[config.mk]
export PLATFORM = sky130hd
export DESIGN_NAME = clk_ratio_meter
export DESIGN_NICKNAME = d
export VERILOG_FILES = /design/src/rtl/clk_meter_pkg.sv /design/src/rtl/sync_bit.sv /design/src/rtl/clk_ratio_meter.sv
export SDC_FILE = /design/constraint.sdc
export NUM_CORES = 1
export LEC_CHECK = 0
export BUFFER_PORTS_ARGS = -buffer_cell sky130_fd_sc_hd__buf_4
export CAP_MARGIN = 20
export CORE_ASPECT_RATIO = 1.4
export CORE_MARGIN = 2
export CORE_UTILIZATION = 45
export DETAILED_ROUTE_END_ITERATION = 7
export PLACE_DENSITY = 0.62
export SLEW_MARGIN = 10
export SYNTH_ARGS = -nofsm -noshare
export SYNTH_HDL_FRONTEND = slang
export SYNTH_SLANG_ARGS = --single-unit
export TNS_END_PERCENT = 30
[constraint.sdc]
create_clock -name clk -period 2.7 [get_ports clk]
set_input_delay 0.405 -clock clk [delete_from_list [all_inputs] [get_ports clk]]
set_output_delay 0.405 -clock clk [all_outputs]
set_load 0.01 [all_outputs]
[src/rtl/clk_meter_pkg.sv]
// rtl/clk_meter_pkg.sv - shared FSM state type and tolerance helper for clk_ratio_meter
package clk_meter_pkg;

  typedef enum logic [1:0] {
    IDLE    = 2'd0,
    ARM     = 2'd1,
    MEASURE = 2'd2
  } meter_state_t;

  // An expected period of 0 never matches; difference is taken one bit wider than the operands.
  function automatic logic in_tol(input logic [31:0] per_v, input logic [31:0] exp_v,
                                  input logic [31:0] tol_v);
    logic [32:0] diff;
    if (exp_v == 32'd0) begin
      return 1'b0;
    end
    if (per_v >= exp_v) begin
      diff = {1'b0, per_v} - {1'b0, exp_v};
    end else begin
      diff = {1'b0, exp_v} - {1'b0, per_v};
    end
    return (diff <= {1'b0, tol_v});
  endfunction

endpackage

[src/rtl/sync_bit.sv]
// rtl/sync_bit.sv - multi-stage single-bit synchronizer, async active-low reset to 0
module sync_bit #(
  parameter int STAGES = 2
) (
  input  logic clk,
  input  logic rst_n,
  input  logic d,
  output logic q
);

  logic [STAGES-1:0] ff;

  always_ff @(posedge clk or negedge rst_n) begin
    if (!rst_n) begin
      ff <= '0;
    end else begin
      ff <= {ff[STAGES-2:0], d};
    end
  end

  assign q = ff[STAGES-1];

endmodule

[src/rtl/clk_ratio_meter.sv]
// rtl/clk_ratio_meter.sv - measures period/high time of a slow async signal and reports lock
module clk_ratio_meter
  import clk_meter_pkg::*;
#(
  parameter int CNT_W       = 16,
  parameter int SYNC_STAGES = 2,
  parameter int LOCK_CNT    = 4,
  parameter int TOL         = 0
) (
  input  logic             clk,
  input  logic             rst_n,
  input  logic             sig_in,
  input  logic             en,
  input  logic [CNT_W-1:0] exp_period,
  output logic [CNT_W-1:0] period,
  output logic [CNT_W-1:0] high_time,
  output logic             meas_valid,
  output logic             locked,
  output logic             timeout
);

  localparam int MW = $clog2(LOCK_CNT + 1);
  localparam logic [MW-1:0]    LOCK_V  = MW'(LOCK_CNT);
  localparam logic [CNT_W-1:0] CNT_MAX = '1;

  meter_state_t     state, state_nxt;
  logic             s, s_prev, rise;
  logic [CNT_W-1:0] per_cnt, hi_cnt;
  logic [MW-1:0]    match_cnt, match_nxt;
  logic             match;
  logic             arm_hit, meas_hit, tmo_hit, count_en;

  sync_bit #(.STAGES(SYNC_STAGES)) u_sync (
    .clk   (clk),
    .rst_n (rst_n),
    .d     (sig_in),
    .q     (s)
  );

  always_ff @(posedge clk or negedge rst_n) begin
    if (!rst_n) begin
      s_prev <= 1'b0;
    end else begin
      s_prev <= s;
    end
  end

  assign rise = s & ~s_prev;

  always_ff @(posedge clk or negedge rst_n) begin
    if (!rst_n) begin
      state <= IDLE;
    end else begin
      state <= state_nxt;
    end
  end

  always_comb begin
    state_nxt = state;
    if (!en) begin
      state_nxt = IDLE;
    end else begin
      case (state)
        IDLE:    state_nxt = ARM;
        ARM:     if (rise) state_nxt = MEASURE;
        MEASURE: if (!rise && per_cnt == CNT_MAX) state_nxt = ARM;
        default: state_nxt = IDLE;
      endcase
    end
  end

  always_comb begin
    arm_hit  = 1'b0;
    meas_hit = 1'b0;
    tmo_hit  = 1'b0;
    count_en = 1'b0;
    if (en && state != IDLE) begin
      if (rise) begin
        arm_hit  = (state == ARM);
        meas_hit = (state == MEASURE);
      end else if (per_cnt == CNT_MAX) begin
        tmo_hit = 1'b1;
      end else begin
        count_en = 1'b1;
      end
    end
  end

  assign match = in_tol(32'(per_cnt), 32'(exp_period), 32'(TOL));

  always_comb begin
    match_nxt = '0;
    if (match) begin
      match_nxt = (match_cnt == LOCK_V) ? match_cnt : match_cnt + 1'b1;
    end
  end

  // Disabling discards any measurement in flight; period/high_time keep the last result.
  always_ff @(posedge clk or negedge rst_n) begin
    if (!rst_n) begin
      per_cnt    <= '0;
      hi_cnt     <= '0;
      match_cnt  <= '0;
      period     <= '0;
      high_time  <= '0;
      meas_valid <= 1'b0;
      locked     <= 1'b0;
      timeout    <= 1'b0;
    end else if (!en) begin
      per_cnt    <= '0;
      hi_cnt     <= '0;
      match_cnt  <= '0;
      meas_valid <= 1'b0;
      locked     <= 1'b0;
      timeout    <= 1'b0;
    end else begin
      meas_valid <= meas_hit;
      if (arm_hit || meas_hit) begin
        per_cnt <= {{(CNT_W-1){1'b0}}, 1'b1};
        hi_cnt  <= {{(CNT_W-1){1'b0}}, 1'b1};
        timeout <= 1'b0;
      end
      if (meas_hit) begin
        period    <= per_cnt;
        high_time <= hi_cnt;
        match_cnt <= match_nxt;
        locked    <= (match_nxt == LOCK_V);
      end
      if (tmo_hit) begin
        per_cnt   <= '0;
        hi_cnt    <= '0;
        match_cnt <= '0;
        locked    <= 1'b0;
        timeout   <= 1'b1;
      end
      if (count_en) begin
        if (per_cnt != CNT_MAX) per_cnt <= per_cnt + 1'b1;
        if (state == MEASURE && s && hi_cnt != CNT_MAX) hi_cnt <= hi_cnt + 1'b1;
      end
    end
  end

endmodule

==> run summary, run 1 <==
The number of hold-repair buffers added at the cts stage was 0. After detailed routing, the average wire length per cell comes to 18.1 µm. Across the run, the number of max-cap violations was 0. Worst hold-check path type: in2reg. For the number of warnings reported in the yosys synthesis log, the log shows 0. The transition time of the tightest slew-check pin is 0.935 ns. Number of buffers inserted by port buffering: 54.

Signal routing reaches up to met4. The top cell type's share of synthesized area came out at 35.8%. Setup violations remaining at the end of the flow were counted as 4. Routability-driven placement finished with a final weighted congestion of 0.913. The logs give 0 for the final max-slew violation count and 60 for the number of distinct library cells after synthesis. Wire length the detailed router placed on met1: 6.95 mm. TritonCTS built the clock tree. The number of register bits inferred by synthesis came out at 75. The commonest cells after synthesis are sky130_fd_sc_hd__dfrtp_1 (75), sky130_fd_sc_hd__nor2_1 (56), sky130_fd_sc_hd__inv_1 (46). In this run the remaining antenna-violating nets after routing total 0. CTS built an H-tree with a depth of 3. The number of nets in the synthesized netlist is 647. The region available for standard cell placement spans 11300 µm².

The clock drives 75 sinks. The final reports fail on negative setup slack. For the global routing usage summed across all routing layers, the log shows 28.3%. The number of enable-type register cells in the synthesized netlist works out to 0. The starting density of the core is 46.2%. The most common cell in the netlist was sky130_fd_sc_hd__dfrtp_1. Hold timing on the final database bottoms out at a slack of 0.176 ns. Of the cells placed in the final design, the portion with a size suffix greater than 1 is 41.9%. The analysis attributes to cell leakage a power of 3.66 nW. The endpoint arrival time on the critical path is 3.24 ns, and the via count normalized by instance count is 5.62.

The total grt overflow was 0; the initial DRC count was 178. The logs give 55 for the number of ports placed on the die boundary and 9.26 mm for the routed wire length on met2. The logs give 0 for the total count of hold-check failures in the final report and 870 for the number of nets in the layout. Critical path class: reg2reg. For the total wirelength of the detailed-routed design, the log shows 17.4 mm. The logs give 591 for the number of standard cells after synthesis and 0.00883 ns for the worst clock skew on the final layout. Summed over all nets, the half-perimeter wirelength after detailed placement is 13.3 mm. STA puts the critical path data required time at 2.96 ns. For the total DRC errors in the routed layout, the log shows 0. The post-layout worst setup margin was -0.274 ns. The met3 routed wirelength was 573 µm; the initial antenna violation count was 0. Time the worst path needs with I/O delays and setup: 2.97 ns. The tools report the pin count of the biggest net entering global routing as 76. The average cell area after synthesis is 8.87 µm². The tools report the kind of start point of the critical path as a register. By area the synthesized netlist is led by sky130_fd_sc_hd__dfrtp_1 (36%), sky130_fd_sc_hd__ha_1 (8.6%), sky130_fd_sc_hd__mux2_2 (7.1%). Measured along the y axis, the die boundary spans 132 µm. Cell area after synthesis: 5240 µm². Dividing total power by cell area gives a power density of 353 nW/µm². Area added between synthesis and finish: 48.4%. Setup repair after global routing could not meet its margin everywhere. Measured along the x axis, the die boundary spans 95.2 µm. Clock tree synthesis selected as its root buffer the cell sky130_fd_sc_hd__clkbuf_16.

The run gives 27.7 mm as the wire length of the first global-routing pass. The final antenna diode count was 0; the worst-case vdd ir drop was 412 µV. The design draws 2.75 mW. In the synthesized netlist the dominant register cell turns out to be sky130_fd_sc_hd__dfrtp_1. The flow ran to the end, but the final reports show violations.

The die covers 12500 µm². In this run the worst path has a maximum fanout of 4. The run gives 9 as the number of buffers created by CTS. The headroom to the max-slew limit was 37.6%; the proportion of synthesized chip area in sequential cells was 35.8%. The run gives 5413 as the number of vias after detailed routing. The worst path uses 110% of the clock period. No sink is reached through more buffers than the 2 on the longest clock path.

The final-layout setup total negative slack was -0.949 ns. Row generation in the floorplan step produced 46 rows. The synthesized design spends more area on one cell type than any other, namely sky130_fd_sc_hd__dfrtp_1. The clock-pin slew reported for the worst setup and hold paths after clock tree synthesis works out to 0.07 ns. The kind of end point of the critical path was a register.

After synthesis, the share of flip-flops with an asynchronous set or reset is 100%. The number of global-route vias before repair is 5545, and the clock latency reported for the late side of the worst-skew pair is 0.33 ns. The tools report the fmax as 336 MHz.

Number of optimization iterations in the first detailed-route pass: 7.
layout by cell type (no fill, tap or decap), drive strengths merged, types with 3 or more instances in the layout:
cell | Yosys | final
a2111oi | 3 | 3
a211oi | 4 | 4
a21boi | 3 | 3
a21o | 8 | 8
a21oi | 42 | 42
a31oi | 6 | 6
and2 | 6 | 6
and3 | 4 | 4
and4 | 5 | 5
buf | 5 | 232
clkbuf | 15 | 11
clkinv | 1 | 3
dfrtp | 75 | 75
ha | 36 | 36
inv | 46 | 47
mux2 | 33 | 33
nand2 | 36 | 36
nand2b | 3 | 3
nand3 | 17 | 17
nand3b | 4 | 4
nand4 | 18 | 18
nand4b | 3 | 3
nor2 | 56 | 56
nor2b | 6 | 6
nor3 | 12 | 12
nor4 | 13 | 13
o2111ai | 4 | 4
o211ai | 7 | 7
o21a | 9 | 9
o21ai | 26 | 26
o21bai | 9 | 9
o31ai | 4 | 4
o32ai | 4 | 4
or3 | 8 | 8
xnor2 | 19 | 19
xor2 | 11 | 11
critical path, cell delays in order, from the launching register on:
cell and delay [ns]:
sky130_fd_sc_hd__dfrtp_1 0.39, sky130_fd_sc_hd__buf_6 0.13, sky130_fd_sc_hd__ha_4 0.30, sky130_fd_sc_hd__o21a_1 0.18, sky130_fd_sc_hd__nor2_4 0.06, sky130_fd_sc_hd__nand4b_1 0.19
sky130_fd_sc_hd__and4_1 0.18, sky130_fd_sc_hd__or4_4 0.55, sky130_fd_sc_hd__nor4_4 0.16, sky130_fd_sc_hd__o2111ai_2 0.18, sky130_fd_sc_hd__buf_4 0.20, sky130_fd_sc_hd__o311a_1 0.32
sky130_fd_sc_hd__o21ai_1 0.08
cells by family (layout without fill, tap and decap cells):
logic type	after synthesis	in the layout	share of synthesized area, %
simple gates	198	198	19.2
compound gates	150	150	19.0
buf+inv	67	295	4.97
mux	35	35	7.47
flops	75	75	35.8
fa+ha+maj	36	36	8.59
xor+xnor	30	30	5.01
layer usage:
metal | global-route usage [%] | vias to the layer above
li1 | - | 2591
met1 | 33.4 | 2651
met2 | 50.1 | 136
met3 | 3.73 | 35
met4 | 11.8 | 0
met5 | 0 | -
state kept, by name, indices dropped and copies added, names as in the netlist:
register and count:
meas_valid 1, per_cnt 16, timeout 1, match_cnt 3, locked 1, u_sync.ff 2
high_time 16, hi_cnt 16, s_prev 1, state 2, period 16
timing repair:
action,CTS,global route
resized for setup,23,59
pin swaps,10,27
buffers inserted,2,16
endpoints found under the setup margin,4,17
path summary, 6_finish.rpt:
check	start	slack, ns	end	cells after the start
hold reg to reg	u_sync.ff[0]	0.36	u_sync.ff[1]	0
max in group asynchronous	rst_n	1.80	per_cnt[2]	1
setup reg to reg	per_cnt[10]	-0.27	match_cnt[0]	12
min in group asynchronous	rst_n	0.21	period[13]	1
setup / recovery	per_cnt[10]	-0.27	match_cnt[0]	12
hold / removal	sig_in	0.18	u_sync.ff[0]	1
cell type report:
| type | instances | area [µm²] |
|---|---|---|
| clock buffer | 11 | 243 |
| clock inverter | 5 | 37.5 |
| fill | 932 | 3560 |
| inverter | 47 | 176 |
| multi-input combinational | 449 | 3490 |
| sequential | 75 | 1880 |
| tap | 144 | 180 |
| timing repair buffer | 232 | 1760 |
power by group:
group / leakage [nW] / switching (mW) / total, mW / internal [mW]
Combinational: 2.50 / 0.258 / 0.491 / 0.233
Clock: 0.132 / 0.466 / 1.12 / 0.650
Sequential: 1.03 / 0.00563 / 1.14 / 1.13
metrics by stage:
step	setup WS (ns)	area (µm²)	util (%)	std cells
after floorplan	-0.202	5260	-	591
after global placement	-0.629	6950	61.3	929
after detailed placement	-0.648	6950	61.3	929
after CTS	-0.390	7370	65.0	947
after global routing	-0.390	7780	68.6	963
final	-0.274	7780	68.6	963
(Power assumes the default switching activity.)
==> run 2: changes to the inputs <==
CTS_BUF_LIST = sky130_fd_sc_hd__clkbuf_4   (was unset)
==> run 2 against run 1 <==
  * The run still ends with negative setup slack left
  * Sequential power about the same
  * Register-to-register slack about the same
  * Flip-flop and latch count unchanged
  * Via count decreased by 1.2%
  * Global-route usage decreased by 0.34 points
  * Worst hold slack got worse by 0.10 ns
  * First-iteration DRC count decreased by 15%
  * Clock power decreased by 46%
  * Count of clock-buffer cells in the layout decreased by 1
  * Combinational power increased by 2%
==> run summary, run 2 (synthesis results as in run 1) <==
The transition time of the tightest slew-check pin is 0.935 ns (-0.000222 ns). For the final max-slew violation count, the log shows 0 (unchanged). The peak fanout along the critical path was 4 (unchanged).

The total grt overflow was 0 (unchanged). The placer's final routability congestion estimate was 0.913 (unchanged). The pin count of the biggest net entering global routing is 76 (unchanged), and the floorplan die area is 12500 µm² (unchanged).

The max-capacitance violation count is 0 (unchanged). The run gives 17.2 mm (-1.2%) as the total wirelength of the detailed-routed design. The worst setup path is launched from a register.

Headroom to the max-slew limit: 37.7% (about the same). Kind of end point of the critical path: a register. The routing layer with the top usage in global route was met2. The run gives 152 (-15%) as the initial DRC count.

The total setup violations reported at the end of the flow is 4 (unchanged). The worst register-to-register path begins at per_cnt[10]. The logs give 5349 (-1.2%) for the number of vias after detailed routing and 2.24 mW (-18%) for the total design power.

The total placed instance area was 6950 µm² (unchanged). The via count normalized by instance count is 5.56 (-1.1%), and the post-layout worst setup margin is -0.289 ns (-0.0149 ns). The run gives 55 (unchanged) as the number of ports placed on the die boundary. The time the worst path needs with I/O delays and setup is 2.99 ns (+0.0149 ns). The checks that failed: negative setup slack. The leakage dissipation was 3.59 nW (-2.0%); the worst reg-to-reg path cell count was 15 (+3). The clock-pin slew reported for the worst setup and hold paths after clock tree synthesis is 0.14 ns (+0.07 ns). The total count of hold-check failures in the final report came out at 0 (unchanged). The run gives 0.0259 ns (+0.0170 ns) as the worst clock skew on the final layout. The logs give 388 µV (-5.8%) for the worst-case vdd ir drop and 0.44 ns (+0.11 ns) for the clock latency reported for the late side of the worst-skew pair. The run gives 46.2% (unchanged) as the starting density of the core. The final-layout setup total negative slack is -0.979 ns (-0.0301 ns).

The count of placed standard cells in the final layout, fillers left out is 962 (-0.10%), and the endpoint arrival time on the critical path is 3.37 ns (+0.13 ns). The fraction of final layout cells with drive strength greater than 1 is 41.4% (-0.51 points). TritonCTS built the clock tree. The die width works out to 95.2 µm (unchanged). The cell area after layout is 7610 µm² (-2.1%).

The run gives 3 (unchanged) as the H-tree depth. The run gives 11300 µm² (unchanged) as the placeable core area. The library cells used most frequently in the layout, excluding fill and tap cells, are sky130_fd_sc_hd__buf_4 (225), sky130_fd_sc_hd__dfrtp_1 (74), sky130_fd_sc_hd__nor2_1 (54).

The die boundary height works out to 132 µm (unchanged). The wire length of the first global-routing pass came out at 27.4 mm (-1.4%). For the count of placed standard cells including taps, the log shows 929 (unchanged). The run finished, with violations left. For the number of nets in the layout, the log shows 868 (-0.23%). The data required time at the worst endpoint came out at 3.08 ns (+0.12 ns). The fmax is 335 MHz (-0.50%), and the number of global-route vias before repair is 5491 (-0.97%). For the clock sink count, the log shows 75 (unchanged). The number of buffers inserted by port buffering is 54 (unchanged). Source of the worst hold timing path: sig_in. Setup repair after global routing could not meet its margin everywhere.

The library cell used most frequently in the layout, excluding fill and tap cells, is sky130_fd_sc_hd__buf_4. The total of fill cells in the finished design was 962 (+3.2%). Total DRC errors in the routed layout: 0 (unchanged).

The post-detailed-route count of antenna-violating nets was 0 (unchanged); the number of placement rows was 46 (unchanged). The tools report the register-to-register path setup slack as -0.29 ns (about the same). The min-delay analysis places its worst path in the category in2reg.

The routed wirelength normalized by instance count came out at 17.9 µm (-1.1%). Global routing usage summed across all routing layers: 27.9% (-0.34 points). For hold timing, the worst endpoint is u_sync.ff[0]. For the HPWL after detailed placement, the log shows 13.3 mm (unchanged). The tools report the end of the worst register-to-register path as match_cnt[0]. The ratio of total power to cell area was 295 nW/µm² (-17%); the number of cells on the worst hold path was 1 (unchanged). The initial antenna violation count is 1 (+1), and the met2 global-route usage is 48.6% (-1.5 points). For the met1 demand-to-capacity share in global routing, the log shows 33.7% (+0.25 points). The tools report the final core utilization as 67.1% (-1.5 points). The area added between synthesis and finish is 45.2%, and the maximum root-to-sink buffer count is 2 (unchanged). Final critical-path share of the clock period: 111% (+0.55 points). The logs give 4 (-3) for the number of optimization iterations in the first detailed-route pass and 9 (unchanged) for the number of buffers created by CTS.

The run gives 3.33% (-0.40 points) as the met3 usage. The setup path with the least slack is of type reg2reg. The cell sitting at the root of the clock tree is a sky130_fd_sc_hd__clkbuf_4.
==> run 2: changes by cell type in the layout (fill, tap and decap cells not counted), moves of 2 or more <==
cell and change:
sky130_fd_sc_hd__clkbuf_4 +10, sky130_fd_sc_hd__clkbuf_16 -9, sky130_fd_sc_hd__dfrtp_1 +2, sky130_fd_sc_hd__dfrtp_2 -2, sky130_fd_sc_hd__ha_1 +2, sky130_fd_sc_hd__inv_1 +2
sky130_fd_sc_hd__inv_2 -2
==> run 2: final cells by class <==
cell class	count	area, µm²	share of cell area, %
clock inverter	6	41.3	0.543
antenna	1	2.50	0.0329
multi-input combinational	449	3510	46.1
timing repair buffer	230	1750	22.9
sequential	75	1880	24.7
tap	144	180	2.37
clock buffer	10	75.1	0.987
inverter	47	176	2.32
==> run 2: timing repair <==
item,in CTS,in global routing
pin swaps,10,28
gates resized for setup,25,54
setup endpoints to repair,4,12
setup buffers,2,14
hold buffers,0,0
==> run 2: per-stage QoR <==
step | hold slack, ns | setup slack, ns
2_1_floorplan | 0.109 | -0.202
3_3_place_gp | 0.337 | -0.629
3_5_place_dp | 0.345 | -0.648
4_1_cts | 0.0359 | -0.386
5_1_grt | 0.0451 | -0.465
6_report | 0.0729 | -0.289
==> run 2: per-layer routing <==
metal  up-vias  share of wire [%]
met4         0                4.2
met2       100                 53
met1      2625                 40
li1       2588                  -
met5         -                  0
met3        36                2.9
==> run 2: how the worst max path moves through the flow <==
stage                       start           end  slack [ns]  depth (start not counted)
finish                per_cnt[10]  match_cnt[0]       -0.29                         15
global route           per_cnt[2]  match_cnt[0]       -0.47                         13
CTS                    per_cnt[1]        locked       -0.39                         12
detailed placement  exp_period[4]  match_cnt[2]       -0.65                         14
global placement    exp_period[9]  match_cnt[2]       -0.63                         14
floorplan           exp_period[9]        locked       -0.20                         12
==> run 2: where the power goes <==
group / switching (mW) / internal, mW
Combinational: 0.265 / 0.236
Clock: 0.404 / 0.199
Sequential: 0.00549 / 1.13
Total: 0.675 / 1.57
==> run 2: critical path, cell delays in order, from the launching register on <==
cell	delay, ns
sky130_fd_sc_hd__dfrtp_1	0.41
sky130_fd_sc_hd__buf_6	0.13
sky130_fd_sc_hd__ha_4	0.30
sky130_fd_sc_hd__o21a_1	0.18
sky130_fd_sc_hd__nor2_4	0.06
sky130_fd_sc_hd__nand4b_1	0.18
sky130_fd_sc_hd__buf_4	0.15
sky130_fd_sc_hd__buf_4	0.12
sky130_fd_sc_hd__buf_4	0.12
sky130_fd_sc_hd__nand4_1	0.09
sky130_fd_sc_hd__o21ai_2	0.10
sky130_fd_sc_hd__a2111oi_4	0.31
sky130_fd_sc_hd__o2111ai_2	0.21
sky130_fd_sc_hd__buf_4	0.19
sky130_fd_sc_hd__o311a_1	0.32
sky130_fd_sc_hd__o21ai_1	0.08
==> run 3: changes to the inputs <==
CAP_MARGIN = unset   (was 20)
RECOVER_POWER = 100   (was unset)
SETUP_SLACK_MARGIN = 0.3   (was unset)
==> run 3 against run 2 <==
  * The run ends with max-capacitance violations, max-slew violations, negative setup slack left
  * Register-to-register slack is essentially flat
  * Largest power group unchanged
  * Power grew 0.54%
  * Routed wire length grew 5.1%
  * Core utilization grew 1.8 points
  * Critical path type unchanged
  * Critical path depth shrank 5
==> run summary, run 3 (synthesis results as in run 1) <==
The flow ran to the end, but the final reports show violations. The checks that failed: max-capacitance violations, max-slew violations, negative setup slack. The logs give 967 (+0.52%) for the count of placed standard cells in the final layout, fillers left out and 3.10% (-0.23 points) for the met3 usage. Grouping stages by cell kind, the critical path spends the most delay in compound AO/OA/AOI/OAI gates. The run gives 1880 µm² (+0.20%) as the register area.

In the layout the commonest cells are sky130_fd_sc_hd__buf_4 (178), sky130_fd_sc_hd__dfrtp_1 (71), sky130_fd_sc_hd__nor2_1 (50). The tools report the count of placed standard cells including taps as 929 (unchanged). The run gives 68.9% (+1.8 points) as the final core utilization. The final max-slew violation count was 76 (+76); the delay of the slowest cell on the worst path was 0.44 ns (+0.03 ns). The H-tree depth came out at 3 (unchanged).

The routed wirelength normalized by instance count was 18.7 µm (+4.6%); the clock-pin slew reported for the worst setup and hold paths after clock tree synthesis was 0.14 ns (about the same). The via count normalized by instance count was 5.64 (+1.4%); the total of fill cells in the finished design was 937 (-2.6%). For the met2 global-route usage, the log shows 51.3% (+2.7 points). Number of optimization iterations in the first detailed-route pass: 5 (+1). The transition time of the tightest slew-check pin came out at 1.87 ns (+0.930 ns). The time the worst path needs with I/O delays and setup came out at 2.99 ns (-0.00380 ns). The number of placement rows is 46 (unchanged), and the final critical-path share of the clock period is 111% (-0.14 points).

The peak fanout along the critical path is 4 (unchanged), and the initial DRC count is 182 (+20%). TritonCTS built the clock tree. The run gives 3.37 ns (about the same) as the endpoint arrival time on the critical path. The library cell used most frequently in the layout, excluding fill and tap cells, is sky130_fd_sc_hd__buf_4.

The tools report the wire length of the first global-routing pass as 28.4 mm (+3.8%). The tools report the headroom to the max-slew limit as -24.4% (-62 points). The total wirelength of the detailed-routed design was 18.1 mm (+5.1%). The global routing stage identified its most utilized layer as met2. Slowest library cell on the worst path: sky130_fd_sc_hd__or4_4.

The tools report the leakage dissipation as 3.59 nW (+0.16%). The run gives 13.3 mm (unchanged) as the HPWL after detailed placement. The tools report the kind of end point of the critical path as a register. The logs give 19 (+15) for the total setup violations reported at the end of the flow and 5454 (+2.0%) for the number of vias after detailed routing. The ratio of total power to cell area came out at 288 nW/µm² (-2.1%). The tools report the initial antenna violation count as 1 (unchanged).

Multi-input gate area in the final layout: 3770 µm² (+7.3%). The clock latency reported for the late side of the worst-skew pair was 0.44 ns (about the same). Worst hold-check path type: in2reg. Max-capacitance violation count: 1 (+1). The placer's final routability congestion estimate came out at 0.913 (unchanged).

The number of global-route vias before repair is 5579 (+1.6%). The number of ports placed on the die boundary was 55 (unchanged). Fmax: 335 MHz (+0.13%). Setup repair after global routing could not meet its margin everywhere. The number of buffers inserted by port buffering came out at 54 (unchanged). The worst setup path is of the reg2reg kind. The placeable core area was 11300 µm² (unchanged); the pin count of the biggest net entering global routing was 76 (unchanged). Die boundary height: 132 µm (unchanged). The run gives -1.67 ns (-0.694 ns) as the final-layout setup total negative slack. Fraction of final layout cells with drive strength greater than 1: 42.0% (+0.60 points). The number of nets in the layout came out at 873 (+0.58%).

The worst clock skew on the final layout was 0.0256 ns (-0.000274 ns). The tools report the kind of start point of the critical path as a register. The post-detailed-route count of antenna-violating nets was 0 (unchanged). For the floorplan die area, the log shows 12500 µm² (unchanged).

The buffers plus inverters on the worst setup path came out at 1 (-4). Met1 demand-to-capacity share in global routing: 35.1% (+1.4 points). The data required time at the worst endpoint was 3.08 ns (about the same). The area growth from synthesis to layout is 49.2%.

The signal on the critical path passes through buf_6 > ha_4 > a211oi_4 > a211oi_2 > a2111o_1 > or4_4 > nor4_4 > o2111ai_2 > o32a_1 > o21ai_1. The die width is 95.2 µm (unchanged). Clock tree root buffer cell: sky130_fd_sc_hd__clkbuf_4. The maximum root-to-sink buffer count is 2 (unchanged), and the total DRC errors in the routed layout is 0 (unchanged). The total grt overflow is 0 (unchanged). The global routing usage summed across all routing layers was 29.1% (+1.2 points). The logs give 75 (unchanged) for the clock sink count and 0 (unchanged) for the total count of hold-check failures in the final report. The logs give 46.2% (unchanged) for the starting density of the core and 9 (unchanged) for the number of buffers created by CTS.

Post-layout worst setup margin: -0.285 ns (+0.00380 ns). The total design power is 2.25 mW (+0.54%), and the number of hold-repair buffers added at the cts stage is 0 (unchanged). The tools report the worst-case vdd ir drop as 355 µV (-8.4%).
run 3: stage by stage:
| step | area, µm² | worst slack (ns) | hold WS, ns |
|---|---|---|---|
| after floorplan | 5260 | -0.202 | 0.109 |
| after global placement | 6950 | -0.629 | 0.337 |
| after detailed placement | 6950 | -0.648 | 0.345 |
| after CTS | 7570 | -0.359 | 0.0359 |
| after global routing | 7820 | -0.471 | 0.0717 |
| final | 7820 | -0.285 | 0.0971 |
run 3: worst register-to-register path: cells and delay by family (launching register included):
kind,cells,cell delay [ns]
and+or+nand+nor,2,0.60
adders and majority gates,1,0.26
buffers and inverters,1,0.13
DFF,1,0.42
AOI/OAI and AO/OA,6,1.53
run 3: worst paths after layout:
kind                              start            to  slack [ns]  cells past startpoint
setup / recovery            per_cnt[10]        locked       -0.29                     10
hold / removal                   sig_in  u_sync.ff[0]         0.1                      1
setup reg to reg            per_cnt[10]        locked       -0.29                     10
hold reg to reg            u_sync.ff[0]  u_sync.ff[1]        0.37                      0
max in group asynchronous         rst_n    per_cnt[2]        1.00                      1
min in group asynchronous         rst_n    period[11]        0.46                      1
run 3: cell type report:
type                       instances  area share, %
antenna                            1         0.0320
clock inverter                     6          0.528
timing repair buffer             235           21.7
inverter                          47           2.26
sequential                        75           24.1
tap                              144           2.30
clock buffer                      10          0.960
multi-input combinational        449           48.2
run 3: report_power, final:
| group | internal (mW) | total [mW] | switching [mW] |
|---|---|---|---|
| Sequential | 1.13 | 1.14 | 0.00595 |
| Combinational | 0.233 | 0.501 | 0.268 |
| Clock | 0.199 | 0.614 | 0.415 |
run 3: repair_timing:
item	in CTS	in global routing
buffers inserted	13	7
pin swaps	41	86
setup endpoints to repair	31	34
resized for setup	82	76
hold endpoints to repair	0	0
cloned	1	0
run 3: per-layer routing:
layer	routed length, µm	up-vias
li1	-	2597
met3	527	42
met4	786	0
met2	9600	129
met5	0	-
met1	7210	2686
